### config.mk
export PLATFORM = sky130hd
export DESIGN_NAME = alu_seq_ctrl
export DESIGN_NICKNAME = d
export VERILOG_FILES = /design/src/rtl/alu_pkg.sv /design/src/rtl/alu_cmd_fifo.sv /design/src/rtl/alu_seq_ctrl.sv
export SDC_FILE = /design/constraint.sdc
export NUM_CORES = 1
export LEC_CHECK = 0
export ABC_CLOCK_PERIOD_IN_PS = 7500
export BUFFER_PORTS_ARGS = -buffer_cell sky130_fd_sc_hd__buf_2
export CAP_MARGIN = 30
export CORE_MARGIN = 3
export CORE_UTILIZATION = 61
export DETAILED_ROUTE_END_ITERATION = 8
export PLACE_DENSITY = 0.84
export RECOVER_POWER = 25
export SETUP_SLACK_MARGIN = 0.2
export SYNTH_ARGS = -nofsm -noshare
export SYNTH_HDL_FRONTEND = slang
export SYNTH_SLANG_ARGS = --single-unit
### constraint.sdc
create_clock -name clk -period 7.5 [get_ports clk]
set_clock_uncertainty 0.1 [all_clocks]
set_input_delay 0.75 -clock clk [delete_from_list [all_inputs] [get_ports clk]]
set_output_delay 0.75 -clock clk [all_outputs]
set_load 0.05 [all_outputs]
### src/rtl/alu_pkg.sv
// Shared types and constants for the sequential ALU command front-end.
// The queued command gains a use_acc field only when ACC_CHAIN_EN is defined.
package alu_pkg;

    localparam int ALU_WIDTH = 32;

    localparam logic [2:0] OP_NOT = 3'b000;
    localparam logic [2:0] OP_OR  = 3'b001;
    localparam logic [2:0] OP_AND = 3'b010;
    localparam logic [2:0] OP_NEG = 3'b011;
    localparam logic [2:0] OP_ADD = 3'b100;
    localparam logic [2:0] OP_SUB = 3'b101;
    localparam logic [2:0] OP_MUL = 3'b110;
    localparam logic [2:0] OP_DIV = 3'b111;

    typedef enum logic [1:0] {
        IDLE = 2'd0,
        EXEC = 2'd1,
        RESP = 2'd2
    } state_t;

    typedef struct packed {
        logic [ALU_WIDTH-1:0] a;
        logic [ALU_WIDTH-1:0] b;
        logic [2:0]           sel;
`ifdef ACC_CHAIN_EN
        logic                 use_acc;
`endif
    } cmd_t;

    function automatic logic is_div_by_zero(input logic [2:0] sel,
                                            input logic [ALU_WIDTH-1:0] b);
        return (sel == OP_DIV) && (b == '0);
    endfunction

endpackage

### src/rtl/alu_cmd_fifo.sv
// Circular command FIFO, DEPTH entries (power of 2); head visible combinationally, one cycle after push.
// Push is ignored when full, pop when empty; no pass-through while full.
module alu_cmd_fifo #(
    parameter int DEPTH   = 4,
    parameter int ENTRY_W = 8
) (
    input  logic                       clk,
    input  logic                       rst,
    input  logic                       push,
    input  logic [ENTRY_W-1:0]         push_dat,
    input  logic                       pop,
    output logic [ENTRY_W-1:0]         pop_dat,
    output logic                       full,
    output logic                       empty,
    output logic [$clog2(DEPTH):0]     count
);

    localparam int AW = $clog2(DEPTH);
    localparam logic [AW:0] FULL_CNT = (AW+1)'(DEPTH);

    logic [ENTRY_W-1:0] mem [DEPTH];
    logic [AW-1:0]      wr_ptr;
    logic [AW-1:0]      rd_ptr;
    logic               do_push;
    logic               do_pop;

    assign full    = (count == FULL_CNT);
    assign empty   = (count == '0);
    assign do_push = push && !full;
    assign do_pop  = pop && !empty;
    assign pop_dat = mem[rd_ptr];

    // Pointers are AW bits wide, so the increment wraps modulo DEPTH.
    always_ff @(posedge clk or posedge rst) begin
        if (rst) begin
            wr_ptr <= '0;
            rd_ptr <= '0;
            count  <= '0;
        end else begin
            if (do_push) wr_ptr <= wr_ptr + 1'b1;
            if (do_pop)  rd_ptr <= rd_ptr + 1'b1;
            case ({do_push, do_pop})
                2'b10:   count <= count + 1'b1;
                2'b01:   count <= count - 1'b1;
                default: count <= count;
            endcase
        end
    end

    always_ff @(posedge clk) begin
        if (do_push) mem[wr_ptr] <= push_dat;
    end

endmodule

### src/rtl/alu_seq_ctrl.sv
// Queues ALU commands and issues them one at a time; accept-to-rsp_valid is 2 edges, 1 result per 3 cycles.
// rsp_ready low holds the response and stalls issue while the FIFO fills; ACC_CHAIN_EN adds accumulator chaining.
module alu_seq_ctrl
    import alu_pkg::*;
#(
    parameter int DEPTH = 4,
    parameter int WIDTH = ALU_WIDTH
) (
    input  logic             clk,
    input  logic             rst,
    input  logic             cmd_valid,
    output logic             cmd_ready,
    input  logic [WIDTH-1:0] cmd_a,
    input  logic [WIDTH-1:0] cmd_b,
    input  logic [2:0]       cmd_sel,
    input  logic             cmd_use_acc,
    output logic [WIDTH-1:0] alu_a,
    output logic [WIDTH-1:0] alu_b,
    output logic [2:0]       alu_sel,
    input  logic [WIDTH-1:0] alu_out,
    output logic             rsp_valid,
    input  logic             rsp_ready,
    output logic [WIDTH-1:0] rsp_data,
    output logic             rsp_dz,
    output logic             rsp_zero,
    output logic             busy
);

    localparam int CW = $clog2(DEPTH) + 1;

    cmd_t             push_cmd;
    cmd_t             head_cmd;
    logic             fifo_push;
    logic             fifo_pop;
    logic             fifo_full;
    logic             fifo_empty;
    logic [CW-1:0]    fifo_count;
    logic [WIDTH-1:0] issue_a;
    state_t           state;

    assign cmd_ready = !fifo_full;
    assign fifo_push = cmd_valid && cmd_ready;
    assign fifo_pop  = (state == IDLE) && !fifo_empty;
    assign busy      = (state != IDLE) || (fifo_count != '0);

    always_comb begin
        push_cmd     = '0;
        push_cmd.a   = cmd_a;
        push_cmd.b   = cmd_b;
        push_cmd.sel = cmd_sel;
`ifdef ACC_CHAIN_EN
        push_cmd.use_acc = cmd_use_acc;
`endif
    end

`ifdef ACC_CHAIN_EN
    logic [WIDTH-1:0] acc;
    assign issue_a = head_cmd.use_acc ? acc : head_cmd.a;
`else
    logic unused_use_acc;
    assign unused_use_acc = cmd_use_acc;
    assign issue_a        = head_cmd.a;
`endif

    alu_cmd_fifo #(
        .DEPTH   (DEPTH),
        .ENTRY_W ($bits(cmd_t))
    ) u_fifo (
        .clk      (clk),
        .rst      (rst),
        .push     (fifo_push),
        .push_dat (push_cmd),
        .pop      (fifo_pop),
        .pop_dat  (head_cmd),
        .full     (fifo_full),
        .empty    (fifo_empty),
        .count    (fifo_count)
    );

    // ALU operands only change on issue, so they stay stable through EXEC and RESP.
    always_ff @(posedge clk or posedge rst) begin
        if (rst) begin
            state     <= IDLE;
            alu_a     <= '0;
            alu_b     <= '0;
            alu_sel   <= OP_NOT;
            rsp_valid <= 1'b0;
            rsp_data  <= '0;
            rsp_dz    <= 1'b0;
            rsp_zero  <= 1'b0;
`ifdef ACC_CHAIN_EN
            acc       <= '0;
`endif
        end else begin
            case (state)
                IDLE: begin
                    if (!fifo_empty) begin
                        alu_a   <= issue_a;
                        alu_b   <= head_cmd.b;
                        alu_sel <= head_cmd.sel;
                        state   <= EXEC;
                    end
                end
                EXEC: begin
                    rsp_data  <= alu_out;
                    rsp_dz    <= is_div_by_zero(alu_sel, alu_b);
                    rsp_zero  <= (alu_out == '0);
                    rsp_valid <= 1'b1;
`ifdef ACC_CHAIN_EN
                    acc       <= alu_out;
`endif
                    state     <= RESP;
                end
                RESP: begin
                    if (rsp_ready) begin
                        rsp_valid <= 1'b0;
                        state     <= IDLE;
                    end
                end
                default: state <= IDLE;
            endcase
        end
    end

endmodule

* Yosys cells after proc, flatten, opt, wreduce, memory -nomap -nowiden *
Memory sizes are Yosys's and may differ from the RTL's. A register that Yosys moved wholly into a read port is not among the register bits.
Cells that the tools add are included.

storage, ports and cells
  register bits after elaboration = 44
  input port bits = 104
  bits in latches = 0
  memories = 1
  ROM bits = 0
  logic and storage cells = 49
  output and inout bits = 104
  RAM bits = 268

memories
  memory      depth  width  read ports  clocked after memory_dff  wr ports  line                RTL
  u_fifo.mem  4      67     1           1                         1         alu_cmd_fifo.sv:21  logic [ENTRY_W-1:0] mem [DEPTH];

operators by class
  bitwise operators = 1
  div/mod/pow operators = 0
  $mul = 0
  equal/unequal tests = 8
  reduce and logical (&&, ||, !) cells = 19
  $add $sub $neg = 4
  shift-type cells = 0
  muxes and demuxes = 8
  $lt $le $gt $ge = 0

operator list
  cell                                                  number
  logical NOT 32 bit                                    2
  equality test 3 bit (second input constant)           2
  one-hot mux 2 bit (3 select lines)                    1
  one-hot mux 3 bit (2 select lines)                    1
  AND reduction 2 bit                                   3
  nonzero test 2 bit                                    3
  logical AND 1 bit                                     5
  adder 2 x 1 -> 2 bit (second input constant)          2
  equality test 2 x 1 -> 1 bit (second input constant)  2
  equality test 2 bit (second input constant)           2
  two-way mux 2 bit                                     2
  != test 2 bit (second input constant)                 2
  adder 3 x 1 -> 3 bit (second input constant)          1
  logical NOT 3 bit                                     1
  two-way mux 1 bit                                     3
  nonzero test 3 bit                                    1
  subtractor 3 x 1 -> 3 bit (second input constant)     1
  logical NOT 1 bit                                     2
  logical NOT 2 bit                                     1
  one-hot mux 1 bit (2 select lines)                    1
  logical OR 1 bit                                      1
  NOT 1 bit                                             1

* Longest topological paths before layout *
  word-level depth = 6
  mapped depth = 11
  mapped depth without buffers = 10

* Hierarchy *
A second synthesis with hierarchy kept.

second synthesis, totals
  cell total of the unflattened synthesis = 644
  area, all modules = 14134.8 um^2

by module, submodules not included
  module        area each (um^2)  times used  cells each  sequential area each (um^2)
  alu_cmd_fifo  10097.2           1           389         8222.9
  alu_seq_ctrl  4037.6            1           255         2602.5

* Least setup slack after synthesis *
No wires, ideal clock.

  kind = reg2reg
  start = register u_fifo.count[1]
  end = memory u_fifo.mem[0][0] (netlist name), enable pin
  setup time = 0.433 ns
  path buffers = 0
  arrival time = 2.595 ns
  required time = 6.967 ns
  setup slack = 4.372 ns
  period minus slack after synthesis = 3.128 ns
  cell stages (with the launch flop) = 4
  cells stage by stage = dfrtp_1 > inv_1 > nand3_1 > and3_1

between the ends
  word-level cells in the longest chain between the ends = 6

RTL lines
  element                                    line                RTL
  from (decl)                                alu_cmd_fifo.sv:15  output logic [$clog2(DEPTH):0] count
  from (signal assigned)                     alu_cmd_fifo.sv:43  2'b10: count <= count + 1'b1;
  from (signal assigned)                     alu_cmd_fifo.sv:44  2'b01: count <= count - 1'b1;
  from (signal assigned)                     alu_cmd_fifo.sv:45  default: count <= count;
  equality test 3 bit *                      alu_cmd_fifo.sv:27  assign full = (count == FULL_CNT);
  logical NOT 1 bit *                        alu_seq_ctrl.sv:41  assign cmd_ready = !fifo_full;
  via cmd_ready                              alu_seq_ctrl.sv:12  output logic cmd_ready,
  logical AND 1 bit                          alu_seq_ctrl.sv:42  assign fifo_push = cmd_valid && cmd_ready;
  logical AND 1 bit *                        alu_cmd_fifo.sv:29  assign do_push = push && !full;
  two-way mux 1 bit *                        alu_cmd_fifo.sv:51  if (do_push) mem[wr_ptr] <= push_dat;
  two-way mux 1 bit (not written as such) *  alu_cmd_fifo.sv:51
  to (decl)                                  alu_cmd_fifo.sv:21

The timed path passes the listed nets; every way through them passes the cells marked *.

* Worst setup path after layout *
  start = register state[1]
  end = register u_fifo.count[2]

between the ends
  word-level cells in the longest chain between the ends = 5
  elaborated cells on any way between the ends = 7
  those cells by class = 2 x eq/ne; 1 x mux; 4 x reduce/logical

RTL lines
  element                                                                   line                 RTL
  from (decl)                                                               alu_seq_ctrl.sv:39   state_t state;
  from (signal assigned)                                                    alu_seq_ctrl.sv:83   state <= IDLE;
  from (signal assigned)                                                    alu_seq_ctrl.sv:101  state <= EXEC;
  from (signal assigned)                                                    alu_seq_ctrl.sv:112  state <= RESP;
  logical NOT 2 bit *                                                       alu_seq_ctrl.sv:43   assign fifo_pop = (state == IDLE) && !fifo_empty;
  logical AND 1 bit *                                                       alu_seq_ctrl.sv:43
  logical AND 1 bit *                                                       alu_cmd_fifo.sv:30   assign do_pop = pop && !empty;
  equality test 2 x 1 -> 1 bit or equality test 2 bit (tied branches)       alu_cmd_fifo.sv:42   case ({do_push, do_pop})
  one-hot mux 3 bit (2 select lines) or nonzero test 2 bit (tied branches)  -

Every way passes the cells marked *; elsewhere a longest branch is shown, timed or not.
A chain may end at the register's enable or synchronous reset.

==> impl_metrics.tcl <==
set metrics [dict create \
    chipHeight_um 158 \
    clock_latency_ps 510 \
    cts_tree "done" \
    dp_cells 1314 \
    htreeDepth 2 \
    yosysWarnings 0 \
    worstSetupStartpoint "state[1]" \
    crit_path_start_kind "flip-flop" \
    routed_via_density 5.70 \
    cp.required_ps 7830 \
    mostFrequentLayoutCell "nand2_1" \
    synth_area_um2 14100 \
    syn_avg_cell_area_um2 16.6 \
    p_per_area_nw_per_um2 481 \
    hp-class "in2async" \
    drv_cap 0 \
    via_count 7908 \
    firstDrtPassIters 5 \
    grt_pass1_wl_um 45400 \
    portBuffers 206 \
    cp-end-kind "flip-flop" \
    cts_resized 0 \
    clkTransAtPathRegs_ps 60 \
    syn_inst 850 \
    globalRouteTotalUtil_pct 24.1 \
    hpwl_um 17600 \
    synth_top_area_share_pct 57.0 \
    synth-seq-cells 379 \
    antenna_found_initial 0 \
    criticalPathCategory "reg2reg" \
    cts.sinks 379 \
    grt_max_degree 71 \
    max_slew.worst_pin.slew_ps 988 \
    drt_wl_total_um 29800 \
    final-instance-count-excl-fill 1388 \
    first_global_vias 8275 \
    die_area_um2 25000 \
    period_share_pct 47.0 \
    initial_utilization_pct 62.2 \
    finalHoldViolCount 0 \
    final_cell_mix "nand2_1, edfxtp_1, buf_2, dfrtp_1, clkbuf_1" \
    grt-ovfl-total 0 \
    drive_above_1_share_pct 26.7 \
    cts_made_buffers 39 \
    synth_cell_type_count 33 \
    synthTopCellsByArea "edfxtp_1, dfrtp_1, mux4_2" \
    slew_viol_final 0 \
    diodes 0 \
    fin_setup_tns_ps 0 \
    arrival_ps 3850 \
    synthToLayoutAreaGrowth_pct 18.5 \
    drcViolationCount 0 \
    wl_per_cell_um 21.5 \
    critical_path.max_fanout 70 \
    drtIter0Drc 565 \
    setup_violations 0 \
    root_buffer "clkbuf_16" \
    holdBufCountCts 0 \
    regToRegSetupSlack_ps 3980 \
    fin_nets 1182 \
    cts_buffer_depth 3 \
    maxSlewHeadroom_pct 34.2 \
    r2r-end "u_fifo.count[2]" \
    pre_cts_ws_ps 3980 \
    rows 55 \
    min_period_ps 3520 \
    power.static_leakage_nw 6.70 \
    die_w_um 158 \
    synth_top_area_cell "edfxtp_1" \
    reg2regPathDepth 10 \
    synth_seq_area_share_pct 76.6 \
    finalWorstSetupSlack_ps 3980 \
    postCtsSetupRepairBufs 0 \
    rsz0062_at_grt "false" \
    routabilityCongestion 0.734 \
    io_pins 208 \
    synth_nets 960 \
    reg2reg_from "state[1]" \
    status "finished clean" \
    clock.fmax_mhz 284 \
    ant_nets 0 \
    ir_worst_vdd_mv 0.295 \
    coreArea_um2 22700 \
]
==> cells in the mapped netlist <==
cell type and instances:
nand2_1 301, edfxtp_1 268, dfrtp_1 111, mux4_2 67
clkbuf_1 18, nor4_1 15, buf_2 10, inv_1 9
buf_4 6, ha_1 5, and3_1 4, nand4_1 4
xnor2_1 4, nand2b_1 3, a21oi_1 2, buf_1 2
buf_12 2, nor2_1 2, nor3_1 2, xor2_1 2
a21o_1 1, and2_1 1, buf_6 1, fa_1 1
inv_2 1, mux2_2 1, mux2i_1 1, nand3_1 1
nand4b_1 1, nor2b_1 1, o21ai_0 1, o31ai_1 1
or4_1 1
==> critical path: stages (launching register included) <==
cell      delay (ps)
dfrtp_1          420
nor2_1           240
nand2b_4         520
inv_2            170
buf_4            720
ha_1             320
inv_1             70
fa_1             390
xor2_1           160
nor2_1           150
xor2_1           170
==> metal layers <==
metal / track usage [%] / part of all wire [%] / vias to the layer above
met4: 7.17 / 2.0 / 0
met1: 30.6 / 38 / 3986
met2: 41.7 / 52 / 328
met5: 0 / 0 / -
met3: 5.77 / 8.0 / 50
li1: - / - / 3544
==> final cells by class <==
type                       instances  area (µm²)
inverter                          10        40.0
clock buffer                      54        1090
tap                              285         357
multi-input combinational        422        3070
sequential                       379       10800
clock inverter                    18         133
timing repair buffer             220        1200
fill                            1397        5980
==> metrics by stage <==
| step | util (%) | power (mW) | hold WS [ps] | instance area, µm² |
|---|---|---|---|---|
| 3_3_place_gp | 67.7 | 6.10 | 353 | 15400 |
| 3_5_place_dp | 68.3 | 6.27 | 356 | 15500 |
| 4_1_cts | 73.7 | 8.11 | 200 | 16700 |
| 2_1_floorplan | - | 5.45 | 364 | 14100 |
| 6_report | 73.7 | 8.05 | 185 | 16700 |
| 5_1_grt | 73.7 | 8.47 | 224 | 16700 |
==> kinds of logic (layout without fill, tap and decap cells) <==
logic type                 after synthesis  in the layout  synth area share [%]
AOI/OAI and AO/OA                        5              5                 0.213
xor gates and xnor gates                 6              6                 0.372
adders and majority gates                6              6                 0.585
buffers and inverters                   49            302                  1.83
DFF                                    379            379                  76.6
muxes                                   69             69                  10.8
and+or+nand+nor                        336            336                  9.51
==> power breakdown <==
group          total, mW  switching, mW  internal, mW
Sequential          3.20          0.315          2.88
Clock               1.82          0.762          1.06
Combinational       3.03           2.11         0.919
Total               8.05           3.19          4.86
==> how the worst max path moves through the flow <==
stage	end	slack [ps]
finish	u_fifo.count[2]	3980
global route	u_fifo.count[2]	3730
CTS	u_fifo.count[2]	3960
detailed placement	u_fifo.count[2]	3980
global placement	u_fifo.count[2]	4110
floorplan	alu_a[0]	3720
==> sequential cells by signal, summed over array words and instances, names as in the netlist, 2 cells and up <==
name,cells
u_fifo.rd_ptr,2
state,2
u_fifo.wr_ptr,2
alu_sel,3
rsp_data,32
alu_b,32
alu_a,32
u_fifo.mem,268
u_fifo.count,3
No activity file was read; power rests on OpenSTA's default activity.
